### config.mk
export PLATFORM = sky130hd
export DESIGN_NAME = priority_event_encoder
export DESIGN_NICKNAME = d
export VERILOG_FILES = /design/src/rtl/priority_enc_pkg.sv /design/src/rtl/priority_event_encoder_prio_sel.sv /design/src/rtl/priority_event_encoder.sv
export SDC_FILE = /design/constraint.sdc
export NUM_CORES = 1
export LEC_CHECK = 0
export ABC_CLOCK_PERIOD_IN_PS = 1690
export BUFFER_PORTS_ARGS = -buffer_cell sky130_fd_sc_hd__clkbuf_2
export CAP_MARGIN = 5
export CELL_PAD_IN_SITES_DETAIL_PLACEMENT = 1
export CELL_PAD_IN_SITES_GLOBAL_PLACEMENT = 2
export CORE_ASPECT_RATIO = 1.75
export CORE_MARGIN = 5
export CORE_UTILIZATION = 34
export CTS_BUF_LIST = sky130_fd_sc_hd__clkbuf_8
export CTS_CLUSTER_DIAMETER = 100
export DETAILED_ROUTE_END_ITERATION = 8
export PLACE_DENSITY_LB_ADDON = 0.1
export SLEW_MARGIN = 25
export SYNTH_ARGS = -nofsm -noshare
export SYNTH_HDL_FRONTEND = slang
export SYNTH_SLANG_ARGS = --single-unit
### constraint.sdc
create_clock -name clk -period 1.69 [get_ports clk]
set_input_delay 0.338 -clock clk [delete_from_list [all_inputs] [get_ports clk]]
set_output_delay 0.338 -clock clk [all_outputs]
set_load 0.02 [all_outputs]
### src/rtl/priority_enc_pkg.sv
// Shared helpers for the priority event encoder: index-width calculation.
package priority_enc_pkg;

    // Index width for an N-line encoder, never narrower than one bit.
    function automatic int clog2_min1(input int n);
        int r;
        r = 0;
        while ((1 << r) < n) r++;
        return (r < 1) ? 1 : r;
    endfunction

endpackage

### src/rtl/priority_event_encoder_prio_sel.sv
// Combinational selector: highest set index (fixed) or first set index after
// start, wrapping modulo N (round-robin).
module prio_sel
    import priority_enc_pkg::*;
#(
    parameter  int N       = 8,
    parameter  int RR_MODE = 0,
    localparam int W       = clog2_min1(N)
) (
    input  logic [N-1:0] cand,
    input  logic [W-1:0] start,
    output logic [W-1:0] idx,
    output logic         any
);

    logic [2*N-1:0] dbl;
    logic           found;
    int             first;

    assign dbl = {cand, cand};

    always_comb begin
        idx   = '0;
        any   = |cand;
        found = 1'b0;
        first = (int'(start) + 1) % N;
        if (RR_MODE == 0) begin
            for (int i = 0; i < N; i++)
                if (cand[i]) idx = W'(i);
        end else begin
            // Doubled vector lets the search run past N-1 without explicit wrap logic.
            for (int i = 0; i < N; i++) begin
                if (!found && dbl[first + i]) begin
                    idx   = W'((first + i) % N);
                    found = 1'b1;
                end
            end
        end
    end

endmodule

### src/rtl/priority_event_encoder.sv
// Registered N-line priority encoder: event capture into pending latches,
// selection of one pending index and a valid/ready output register.
module priority_event_encoder
    import priority_enc_pkg::*;
#(
    parameter  int N       = 8,
    parameter  int RR_MODE = 0,
    parameter  int EDGE    = 1,
    localparam int W       = clog2_min1(N)
) (
    input  logic         clk,
    input  logic         rst_n,
    input  logic [N-1:0] e,
    input  logic         en,
    input  logic         clr_all,
    output logic [W-1:0] s,
    output logic         s_valid,
    input  logic         s_ready,
    output logic [N-1:0] pend,
    output logic         busy,
    output logic         overrun
);

    logic [N-1:0] e_d;
    logic [N-1:0] cap;
    logic [N-1:0] clr_mask;
    logic [N-1:0] cand;
    logic [W-1:0] rr_ptr;
    logic [W-1:0] sel_idx;
    logic         sel_any;
    logic         accept;
    logic         load;

    assign accept   = s_valid & s_ready;
    assign clr_mask = accept ? (N'(1) << s) : '0;
    assign cap      = ((EDGE != 0) ? (e & ~e_d) : e) & {N{en}};
    assign cand     = pend & ~clr_mask;
    assign load     = ~s_valid | s_ready;
    assign busy     = |pend;

    prio_sel #(
        .N       (N),
        .RR_MODE (RR_MODE)
    ) u_sel (
        .cand  (cand),
        .start (rr_ptr),
        .idx   (sel_idx),
        .any   (sel_any)
    );

    always_ff @(posedge clk or negedge rst_n) begin
        if (!rst_n) begin
            e_d     <= '0;
            pend    <= '0;
            s       <= '0;
            s_valid <= 1'b0;
            overrun <= 1'b0;
            rr_ptr  <= W'(N - 1);
        end else begin
            e_d <= e;
            if (clr_all) begin
                pend    <= '0;
                s_valid <= 1'b0;
                overrun <= 1'b0;
            end else begin
                // A capture on the bit being accepted wins, keeping it pending.
                pend <= cand | cap;
                if (|(cap & cand)) overrun <= 1'b1;
                if (accept) rr_ptr <= s;
                if (load) begin
                    s_valid <= sel_any;
                    if (sel_any) s <= sel_idx;
                end
            end
        end
    end

endmodule
Word-level counts from Yosys, hierarchy flattened
Cells that the tools add are included. Widths: inputs -> output; s select.

Input port bits: 13. Bits in registers: 21. Word-level logic and storage cells: 36. Output and inout port bits: 14.

Shift operators: 1. Bitwise gates (word level): 11. Muxes and demuxes: 13. Reductions and logical operators: 6.

Operators by type and width (number): $and 8x8->8 (4); $reduce_or 8->1 (3); $mux 3 (6); $mux 8 (2); $not 8->8 (2); $or 8x8->8 (1); $shl 1x3->8 const A (1); $mux 1 (5); $reduce_bool 2->1 (2); $reduce_and 3->1 (1); $not 1->1 (2); $and 1x1->1 (1); $or 1x1->1 (1).

Longest topological paths before layout
Depth after elaboration: 11. Depth in mapped cells: 5. Depth with buffers taken out: 5.

Hierarchy
Synthesis repeated with hierarchy kept, for this count alone.

Cell total of the unflattened synthesis: 104. Area, all modules: 1121.1 um^2.

By module, submodules not included: priority_event_encoder (times used 1, area each 1054.8 um^2, cells an instance 92); prio_sel (times used 1, area each 66.3 um^2, cells an instance 12).

Least setup slack after synthesis
Ideal clock, no wire load.

Path type: reg-to-reg. From: register s[0]. To: register overrun. Cell stages (with the launch flop): 6. Slack: 88 ps. Arrival time: 1466 ps. Clock period less this slack: 1602 ps. Library setup time: 136 ps. Path through: dfrtp_1 > nand2b_2 > o21ai_2 > nor3b_1 > o41ai_1 > a21oi_1.

Longest elaborated chain between the ends: 7.

RTL lines: start: declaration (RTL line priority_event_encoder.sv:16) `output logic [W-1:0] s,`; start signal: assignment (RTL line priority_event_encoder.sv:72) `if (sel_any) s <= sel_idx;`; $shl 1x3->8 (RTL line priority_event_encoder.sv:35) `assign clr_mask = accept ? (N'(1) << s) : '0;`; $mux 8 (RTL line priority_event_encoder.sv:35); $not 8->8 (RTL line priority_event_encoder.sv:37) `assign cand = pend & ~clr_mask;`; $and 8x8->8 (RTL line priority_event_encoder.sv:37); $and 8x8->8 (RTL line priority_event_encoder.sv:68) `if (|(cap & cand)) overrun <= 1'b1;`; $reduce_or 8->1 (RTL line priority_event_encoder.sv:68); $reduce_bool 2->1 (no line); end signal: assignment (RTL line priority_event_encoder.sv:57) `overrun <= 1'b0;`; end signal: assignment (RTL line priority_event_encoder.sv:64) `overrun <= 1'b0;`; end signal: assignment (RTL line priority_event_encoder.sv:68); end: declaration (RTL line priority_event_encoder.sv:21) `output logic overrun`.

No other way between the ends. A chain may end at the register's enable or synchronous reset.

Final worst setup path
From: register pend[7]. To: output busy.

Longest elaborated chain between the ends: 1.

RTL lines: start: declaration (RTL line priority_event_encoder.sv:19) `output logic [N-1:0] pend,`; start signal: assignment (RTL line priority_event_encoder.sv:67) `pend <= cand | cap;`; $reduce_or 8->1 (RTL line priority_event_encoder.sv:39) `assign busy = |pend;`; end: declaration (RTL line priority_event_encoder.sv:20) `output logic busy,`.

No other way between the ends.

==> results.cfg <==
[route]
detail_routed_net_length_per_standard_cell_um = 17.9
wirelength_um = 2830
via_count = 871
remaining_drc_errors = 0
drt-initial-drc-count = 11
drt-pass1-iter-count = 4
post_drt_via_cell_ratio = 5.51
detail-route-antenna-nets = 0

[yosys]
postSynthRegisterBits = 21
netlist_area_before_placement_um2 = 987
netlist.top_cell.by_area = sky130_fd_sc_hd__dfrtp_1
synth_cell_types = 27
synth-async-reset-ratio_pct = 100
yosys_warnings = 0
synth_top_area_share_pct = 53.2
synthesis.area_per_instance_um2 = 11.6
synth-seq-area-share_pct = 53.2
edff_count_synth = 0
synthMostInstantiatedCell = sky130_fd_sc_hd__dfrtp_1
synth_commonest_cells = sky130_fd_sc_hd__dfrtp_1, sky130_fd_sc_hd__a21oi_1, sky130_fd_sc_hd__nand3b_1
post_synth_main_area_contributors = sky130_fd_sc_hd__dfrtp_1, sky130_fd_sc_hd__o21ai_2, sky130_fd_sc_hd__nand3b_1
mappedNetlistNets = 98
synthesis.instances = 85
synthFlopType = sky130_fd_sc_hd__dfrtp_1

[cts]
root_buffer = sky130_fd_sc_hd__clkbuf_8
cts_tree = built
cts_buffer_depth = 2
cts_sinks = 21
cts_htree_levels = 1
cts_made_buffers = 3
clk_transition_reported_paths_ns = 0.08
clk-insertion-delay-late_ns = 0.26

[pwr]
leakage_nw = 0.651
power_per_cell_area_nw_per_um2 = 1030
vdd_ir_drop_max_mv = 0.607

[grt]
grt_first_pass_wirelength_um = 4210
maximum_number_of_pins_on_one_net_before_global_route_repair = 22
grt_usage_pct = 13.6
global_route.overflow_total = 0
initial_antenna_violation_count = 0
number_of_global_route_vias_before_repair = 923

[floorplanning]
top_level_ports = 27
die-width_um = 50.7
die_h_um = 81.3
die_area_um2 = 4120
fp.coreArea_um2 = 2860
initial_utilization_pct = 34.5
placement_rows = 26

[timing]
final_period_minus_worst_setup_slack_ns = 1.65
max_freq_ghz = 0.607
fin_crit_sh_pct = 97.5
slew_violations = 0
report.final.hold_viol_count = 0
worst-slew-pin-transition_ns = 0.528
worst_slew_margin_rel_pct = 64.8
setup_ws_ns = 0.0416
finalClockSkew_ns = 0.00310
unrepaired_setup_endpoints_after_global_routing = true
timing.final.setup_violations = 0

[setup_path]
critical-path-slowest-cell = sky130_fd_sc_hd__dfrtp_1
critical-path-top-delay-family = flip-flops
path_buf_inv = 2
crit_type = reg -> out
cp_max_fo = 2
critical_path.reg2reg.startpoint = s[1]
crit_required_ns = 1.35
r2r.worst_path.cells = 5
reg2reg_slack_ns = 0.05
critical_path.max_stage_delay_ns = 0.41
startpoint_type = register
path_cells = nor4_2 > buf_4 > nand2_1 > buf_2
crit_path_end_kind = output pin
crit_arrival_ns = 1.31
regToRegEndpoint = s[1]

[placement]
placedCellCount = 146
numPortBuffers = 26
detailedPlace.worstSlack_ns = -0.0879
dp_hpwl_um = 2120
place.gp.congestion = 0.899

[layout]
final_core_util_pct = 49.8
area.growth.synth_to_final_pct = 44.5
numnets_final = 144
antenna_diode_count = 0
finalNonFillerCells = 158
layout-drive-gt1-share_pct = 53.8

[worst_hold_path]
worstHoldPathType = in -> async

[outcome]
result_of_the_run = complete, no violations

[run]
cap_viol_max_count = 0
-- flip-flops by register name, summed over array words and instances (netlist names) --
register	flops
e_d	8
s_valid	1
s	3
overrun	1
pend	8
-- per-stage QoR --
| step | setup TNS (ns) | hold slack, ns | area [um2] | power [W] |
|---|---|---|---|---|
| 2_1_floorplan | 0 | 0.0424 | 987 | 0.000855 |
| 3_3_place_gp | -0.0789 | 0.346 | 1210 | 0.00102 |
| 3_5_place_dp | -0.0879 | 0.343 | 1210 | 0.00102 |
| 4_1_cts | 0 | 0.0545 | 1290 | 0.00139 |
| 5_1_grt | -0.0336 | 0.0805 | 1430 | 0.00154 |
| 6_report | 0 | 0.0362 | 1430 | 0.00147 |
-- placed cells by master, fill, tap and decap left out, types with 2 or more instances in the layout --
cell type | synthesis | layout
sky130_fd_sc_hd__clkbuf_2 | 0 | 25
sky130_fd_sc_hd__dfrtp_1 | 21 | 17
sky130_fd_sc_hd__buf_4 | 0 | 16
sky130_fd_sc_hd__a21oi_1 | 10 | 10
sky130_fd_sc_hd__nand3b_1 | 8 | 8
sky130_fd_sc_hd__o21ai_4 | 0 | 6
sky130_fd_sc_hd__nand2_1 | 5 | 5
sky130_fd_sc_hd__dfrtp_2 | 0 | 4
sky130_fd_sc_hd__nor3b_1 | 4 | 3
sky130_fd_sc_hd__inv_1 | 3 | 3
sky130_fd_sc_hd__clkbuf_8 | 0 | 3
sky130_fd_sc_hd__o31ai_4 | 1 | 2
sky130_fd_sc_hd__o22ai_1 | 2 | 2
sky130_fd_sc_hd__a31oi_1 | 2 | 2
sky130_fd_sc_hd__mux2i_1 | 2 | 2
-- cell families (layout without fill, tap and decap cells) --
| logic type | Yosys count | after routing | share of synthesized area (%) |
|---|---|---|---|
| compound gates | 27 | 27 | 20.5 |
| buf+inv | 5 | 50 | 1.90 |
| flops | 21 | 21 | 53.2 |
| mux | 2 | 2 | 2.03 |
| simple gates | 30 | 30 | 22.3 |
-- routing by layer --
layer	GRT usage [%]	wire [um]	vias to the layer above
met5	0	0	-
met4	7.67	78	0
met3	2.57	105	6
met2	24.6	1640	20
met1	14.2	1010	440
li1	-	-	405
-- area by class of cell --
class	count	area, um2
Timing Repair Buffer	43	262
Fill cell	333	1440
Clock inverter	1	5.00
Tap cell	28	35.0
Sequential cell	21	531
Clock buffer	3	41.3
Multi-Input combinational cell	59	542
Inverter	3	11.3
-- how the worst max path moves through the flow --
stage,slack [ns],endpoint,from,cells after the start
6_report,0.04,busy,pend[7],4
5_1_grt,-0.01,s[0],s[1],5
4_1_cts,0.003,busy,pend[2],4
3_5_place_dp,-0.09,overrun,s[0],5
3_3_place_gp,-0.08,overrun,s[0],5
2_1_floorplan,0.09,overrun,s[0],5
-- timing repair --
action | in CTS | in global routing
endpoints found under the setup margin | 3 | 5
gates cloned | 0 | 0
pin swaps | 4 | 5
hold buffers | 0 | 0
resized for setup | 3 | 18
setup buffers | 3 | 5
-- report_power, final --
group	switching, W	leakage, nW	internal [W]
sequential	0.0000927	0.259	0.000559
clock	0.000169	0.0255	0.000164
combinational	0.000272	0.367	0.000212
No activity file was read; power rests on OpenSTA's default activity.
